**config.mk**
```make
export PLATFORM = sky130hd
export DESIGN_NAME = opimm_sequencer
export DESIGN_NICKNAME = d
export VERILOG_FILES = /design/src/rtl/opimm_pkg.sv /design/src/rtl/opimm_decode.sv /design/src/rtl/opimm_sequencer.sv
export SDC_FILE = /design/constraint.sdc
export NUM_CORES = 1
export LEC_CHECK = 0
export CORE_MARGIN = 2
export CORE_UTILIZATION = 45
export DETAILED_ROUTE_END_ITERATION = 16
export GPL_TIMING_DRIVEN = 1
export MAX_ROUTING_LAYER = met4
export PLACE_DENSITY = 0.87
export SYNTH_ARGS = -nofsm -noshare
export SYNTH_HDL_FRONTEND = slang
export SYNTH_SLANG_ARGS = --single-unit
export TNS_END_PERCENT = 100
```
**constraint.sdc**
```tcl
create_clock -name clk -period 8.55 [get_ports clk]
set_input_delay 1.71 -clock clk [delete_from_list [all_inputs] [get_ports clk]]
set_output_delay 1.71 -clock clk [all_outputs]
set_load 0.02 [all_outputs]
```
**src/rtl/opimm_pkg.sv**
```systemverilog
// Shared encodings for the OP-IMM sequencer: FSM states, opcode and funct fields,
// and the immediate sign-extension helper.
package opimm_pkg;

  typedef enum logic [2:0] {
    S_IDLE,
    S_FETCH,
    S_DECODE,
    S_EXECUTE,
    S_WRITEBACK,
    S_TRAP
  } state_t;

  localparam logic [6:0] OPCODE_OP_IMM = 7'b0010011;

  localparam logic [2:0] F3_ADDI      = 3'b000;
  localparam logic [2:0] F3_SLLI      = 3'b001;
  localparam logic [2:0] F3_SLTI      = 3'b010;
  localparam logic [2:0] F3_SLTIU     = 3'b011;
  localparam logic [2:0] F3_XORI      = 3'b100;
  localparam logic [2:0] F3_SRLI_SRAI = 3'b101;
  localparam logic [2:0] F3_ORI       = 3'b110;
  localparam logic [2:0] F3_ANDI      = 3'b111;

  localparam logic [6:0] F7_ZERO = 7'b0000000;
  localparam logic [6:0] F7_SRA  = 7'b0100000;

  localparam logic [2:0] INSN_TYPE_OPIMM = 3'b000;

  function automatic logic [31:0] sext_imm12(input logic [11:0] imm);
    return {{20{imm[11]}}, imm};
  endfunction

endpackage

```
**src/rtl/opimm_decode.sv**
```systemverilog
// Combinational field extraction and legality check for a latched OP-IMM word.
module opimm_decode
  import opimm_pkg::*;
(
  input  logic [31:0] ir,
  output logic [4:0]  rs1,
  output logic [4:0]  rd,
  output logic [2:0]  funct3,
  output logic [6:0]  funct7,
  output logic [4:0]  shamt,
  output logic [31:0] imm_sext,
  output logic        legal
);

  logic f3_ok;

  assign rs1      = ir[19:15];
  assign rd       = ir[11:7];
  assign funct3   = ir[14:12];
  assign funct7   = ir[31:25];
  assign shamt    = ir[24:20];
  assign imm_sext = sext_imm12(ir[31:20]);

  // Shift encodings reuse the upper immediate bits as funct7, so only those are constrained.
  always_comb begin
    f3_ok = 1'b0;
    case (funct3)
      F3_ADDI, F3_SLTI, F3_SLTIU,
      F3_XORI, F3_ORI, F3_ANDI: f3_ok = 1'b1;
      F3_SLLI:                  f3_ok = (funct7 == F7_ZERO);
      F3_SRLI_SRAI:             f3_ok = (funct7 == F7_ZERO) || (funct7 == F7_SRA);
      default:                  f3_ok = 1'b0;
    endcase
  end

  assign legal = (ir[6:0] == OPCODE_OP_IMM) && f3_ok;

endmodule

```
**src/rtl/opimm_sequencer.sv**
```systemverilog
// Multi-cycle fetch/decode/execute/writeback controller for OP-IMM instructions
// driving an external register file and a shared combinational ALU.
module opimm_sequencer
  import opimm_pkg::*;
#(
  parameter logic [31:0] RESET_PC = 32'h0000_0000
) (
  input  logic        clk,
  input  logic        reset,
  output logic        imem_req,
  output logic [31:0] imem_addr,
  input  logic [31:0] imem_rdata,
  input  logic        imem_valid,
  output logic [4:0]  rf_rs1_addr,
  input  logic [31:0] rf_rs1_data,
  output logic        rf_we,
  output logic [4:0]  rf_wr_addr,
  output logic [31:0] rf_wr_data,
  output logic [31:0] alu_op1,
  output logic [31:0] alu_op2,
  output logic [2:0]  alu_funct3,
  output logic [6:0]  alu_funct7,
  output logic [4:0]  alu_shamt,
  output logic [2:0]  alu_insn_type,
  input  logic [31:0] alu_result,
  output logic [31:0] pc,
  output logic        retired,
  output logic        illegal
);

  state_t      state;
  state_t      state_next;
  logic [31:0] ir;
  logic [31:0] op1;
  logic [31:0] op2;
  logic [31:0] result;

  logic [4:0]  dec_rs1;
  logic [4:0]  dec_rd;
  logic [2:0]  dec_funct3;
  logic [6:0]  dec_funct7;
  logic [4:0]  dec_shamt;
  logic [31:0] dec_imm;
  logic        dec_legal;

  opimm_decode u_decode (
    .ir       (ir),
    .rs1      (dec_rs1),
    .rd       (dec_rd),
    .funct3   (dec_funct3),
    .funct7   (dec_funct7),
    .shamt    (dec_shamt),
    .imm_sext (dec_imm),
    .legal    (dec_legal)
  );

  always_ff @(posedge clk or posedge reset) begin
    if (reset) state <= S_IDLE;
    else       state <= state_next;
  end

  // Architectural registers; each is written only in the one state that owns it.
  always_ff @(posedge clk or posedge reset) begin
    if (reset) begin
      ir     <= 32'h0;
      op1    <= 32'h0;
      op2    <= 32'h0;
      result <= 32'h0;
      pc     <= RESET_PC;
    end else begin
      case (state)
        S_FETCH:     if (imem_valid) ir <= imem_rdata;
        S_DECODE: begin
          if (dec_legal) begin
            op1 <= rf_rs1_data;
            op2 <= dec_imm;
          end
        end
        S_EXECUTE:   result <= alu_result;
        S_WRITEBACK: pc <= pc + 32'd4;
        default:     ;
      endcase
    end
  end

  // Strobes decode straight from the state register so reset clears them asynchronously.
  always_comb begin
    state_next = state;
    imem_req   = 1'b0;
    rf_we      = 1'b0;
    retired    = 1'b0;
    illegal    = 1'b0;
    case (state)
      S_IDLE:      state_next = S_FETCH;
      S_FETCH: begin
        imem_req = 1'b1;
        if (imem_valid) state_next = S_DECODE;
      end
      S_DECODE:    state_next = dec_legal ? S_EXECUTE : S_TRAP;
      S_EXECUTE:   state_next = S_WRITEBACK;
      S_WRITEBACK: begin
        rf_we      = (dec_rd != 5'd0);
        retired    = 1'b1;
        state_next = S_FETCH;
      end
      S_TRAP:      illegal = 1'b1;
      default:     state_next = S_IDLE;
    endcase
  end

  assign imem_addr     = pc;
  assign rf_rs1_addr   = dec_rs1;
  assign rf_wr_addr    = dec_rd;
  assign rf_wr_data    = result;
  assign alu_op1       = op1;
  assign alu_op2       = op2;
  assign alu_funct3    = dec_funct3;
  assign alu_funct7    = dec_funct7;
  assign alu_shamt     = dec_shamt;
  assign alu_insn_type = INSN_TYPE_OPIMM;

endmodule

```
==> run_results.csv <==
group,metric,value,unit
outcome,status,"complete, no violations",
routing,drt_iter0_markers,298,
sta,period_share,48.4,%
final_layout,design_area,0.00927,mm^2
final_layout,drive_gt1_share,21.3,%
pwr,p_per_area,300,mW/mm^2
placement,gp_congestion,0.789,
min_path,hold_path_depth,1,
placement,hpwl,11200,um
synth,ys_warn_count,0,
routing,via_count,4243,
global_routing,grt-ovfl-total,0,
die,die_w,122,um
setup_path,critPathCaptureType,"primary output",
synth,syn_area,0.00623,mm^2
synth,syn_avg_cell_area,13.5,um^2
sta,relSlewSlack,27.1,%
cts,cts_sinks,141,
routing,wire_per_inst,17.3,um
die,start_util,46.5,%
sta,fin_ws,4.41,ns
routing,dr.pass1.iters,4,
sta,fmax,242,MHz
synth,async_flop_share,100,%
die,die_area,0.0148,mm^2
cts,post_cts_buffers,0,
pwr,total_switching_power,867,uW
setup_path,reg2reg_slack,6.14,ns
placement,port_buffers,283,
routing,wl,14900,um
final_layout,diodes,0,
global_routing,grt_max_degree,88,
sta,setup-tns-final,0,ns
sta,worst_pin_slew,1.09,ns
setup_path,rr_worst_depth,4,
min_path,hold_class,"flop to flop",
synth,synth_ff_type,"dfrtp_1",
setup_path,worst-path-max-fanout,9,
setup_path,path_class,"flop to primary output",
final_layout,fill_cells,932,
setup_path,worstPathCellList,"nor3b_1, o21a_1, clkdlybuf4s50_1",
pwr,clockPowerShare,27.9,%
global_routing,grt_pass1_wl,23000,um
sta,period_minus_slack,4.14,ns
routing,ant_nets,0,
final_layout,syn2layout_area_growth,48.8,%
cts,cts-resized-gates,0,
sta,grt_setup_unrepaired,"no",
cts,cts_buffers,17,
synth,ys_seq_area_share,56.7,%
synth,synth.distinct_cells,40,
synth,synth_seq_cells,141,
sta,fin_skew,0.00573,ns
cts,clkLatencyLatePin,0.41,ns
setup_path,setup.worst_path.start_class,"flop",
setup_path,critPathSlowestCell,"nor3b_1",
pwr,p_seq_share,35.8,%
routing,vias_per_cell,4.92,
pwr,combinationalPowerShare,36.3,%
sta,drv_slew,0,
setup_path,slowest_delay,0.71,ns
sta,hold_violations,0,
placement,place_area,0.00863,mm^2
cts,cts.reportedPaths.clkPinSlew,0.05,ns
cts,root_buffer,"clkbuf_16",
die,die-height,122,um
die,io_pins,291,
pwr,p_int,1.91,mW
sta,final-setup-viol-count,0,
setup_path,arrival,2.43,ns
synth,synth_cells,460,
die,row_count,42,
cts,cts_hold_buf,0,
run,cap_viol_max_count,0,
synth,synth_edf_count,0,
global_routing,antenna_found_initial,0,
routing,drc,0,
pwr,p_leak,4.02,nW
die,core_area,0.0134,mm^2
cts,cts_tree,"built",
placement,place_ws,4.70,ns
cts,h-tree-depth,4,
final_layout,nNetsFinal,773,
cts,ctsLongestPathBuffers,2,
global_routing,grtUsageTotal,21.3,%
global_routing,grt_pass1_vias,4386,
setup_path,required,6.84,ns
pwr,switching_share,31.2,%
pwr,peakVddDrop,0.000217,V
[flip-flops by register name, indices dropped and copies added, names as in the netlist]
register / count
alu_op1: 32
alu_op2: 12
imem_addr: 30
ir: 32
rf_wr_data: 32
state: 3
[power by group through the flow]
stage                     registers [mW]  clock network [mW]  logic, mW
after floorplan                     1.09                   0      0.531
after global placement             0.990                   0      0.991
after detailed placement            1.00                   0       1.02
after CTS                          0.995               0.793       1.02
after global routing                1.02               0.828       1.06
final                              0.994               0.774       1.01
[worst paths after layout]
check | from | end
worst max-delay path | state[0] | rf_we
worst min-delay path | alu_op2[3] | alu_op2[3]
worst max register to register | state[1] | imem_addr[27]
worst min register to register | alu_op2[3] | alu_op2[3]
max in group asynchronous | reset | rf_wr_data[6]
min in group asynchronous | reset | alu_op1[30]
[Yosys cell counts, types with 2 or more instances]
cell      instances  area share (%)
dfrtp_1         141              57
mux2_2          105              19
buf_4            82             9.9
xnor2_1          16             2.3
nand2_1          14            0.84
xor2_1           14             2.0
nand4_1          12             1.2
and3_1            8            0.80
nor2_1            7            0.42
buf_2             5            0.40
clkbuf_1          5            0.30
nand3_1           5            0.40
buf_1             4            0.24
nor3_1            4            0.32
buf_6             3            0.54
mux2_1            3            0.54
nor4_1            3            0.30
and3b_1           2            0.28
inv_1             2            0.12
nand2b_1          2            0.20
nor3b_1           2            0.24
nor4_4            2            0.68
o21ai_0           2            0.16
[critical path: cells and delay by family (launching register included)]
family / cells / cell delay [ns]
flops: 1 / 0.47
compound gates: 1 / 0.24
simple gates: 1 / 0.71
buf+inv: 1 / 0.60
[through the flow]
| step | instances | util (%) | hold WS, ns | total power, mW |
|---|---|---|---|---|
| final | 862 | 69.2 | 0.493 | 2.78 |
| after detailed placement | 830 | 64.4 | 0.483 | 2.02 |
| after CTS | 862 | 69.2 | 0.495 | 2.81 |
| after floorplan | 466 | - | 0.471 | 1.62 |
| after global routing | 862 | 69.2 | 0.514 | 2.91 |
| after global placement | 830 | 64.4 | 0.473 | 1.98 |
[routing by layer]
layer | part of all wire, % | vias up | wire length, um | GRT usage (%)
li1 | - | 1926 | - | -
met1 | 38 | 2077 | 5730 | 23.7
met2 | 52 | 206 | 7780 | 35.8
met3 | 7.0 | 34 | 1050 | 6.04
met4 | 2.5 | 0 | 375 | 9.34
met5 | 0 | - | 0 | -
[cell usage in the layout (no fill, tap or decap), drive strengths merged, types with 8 or more instances in the layout]
cell / count
and3: 8
clkbuf: 22
clkdlybuf4s50: 283
dfrtp: 141
mux2: 108
nand2: 14
nand4: 12
xnor2: 16
xor2: 14
[cell families (layout without fill, tap and decap cells)]
group           after synthesis  after routing  share of synthesized area [%]
xor+xnor                     30             30                           4.22
simple gates                 72             72                           7.23
mux                         108            108                           19.5
fa+ha+maj                     1              1                          0.201
other cells                   1              7                         0.0602
compound gates                5              5                          0.523
flops                       141            141                           56.7
buf+inv                     102            322                           11.6
[cell type report]
| type | instances | area (um^2) | share of cell area, % |
|---|---|---|---|
| inverter | 2 | 12.5 | 0.135 |
| sequential | 141 | 3530 | 38.1 |
| clock inverter | 10 | 161 | 1.74 |
| timing repair buffer | 288 | 2870 | 31.0 |
| tap | 176 | 220 | 2.38 |
| multi-input combinational | 223 | 2000 | 21.6 |
| clock buffer | 22 | 474 | 5.12 |
Power figures use the tool's default switching activity.
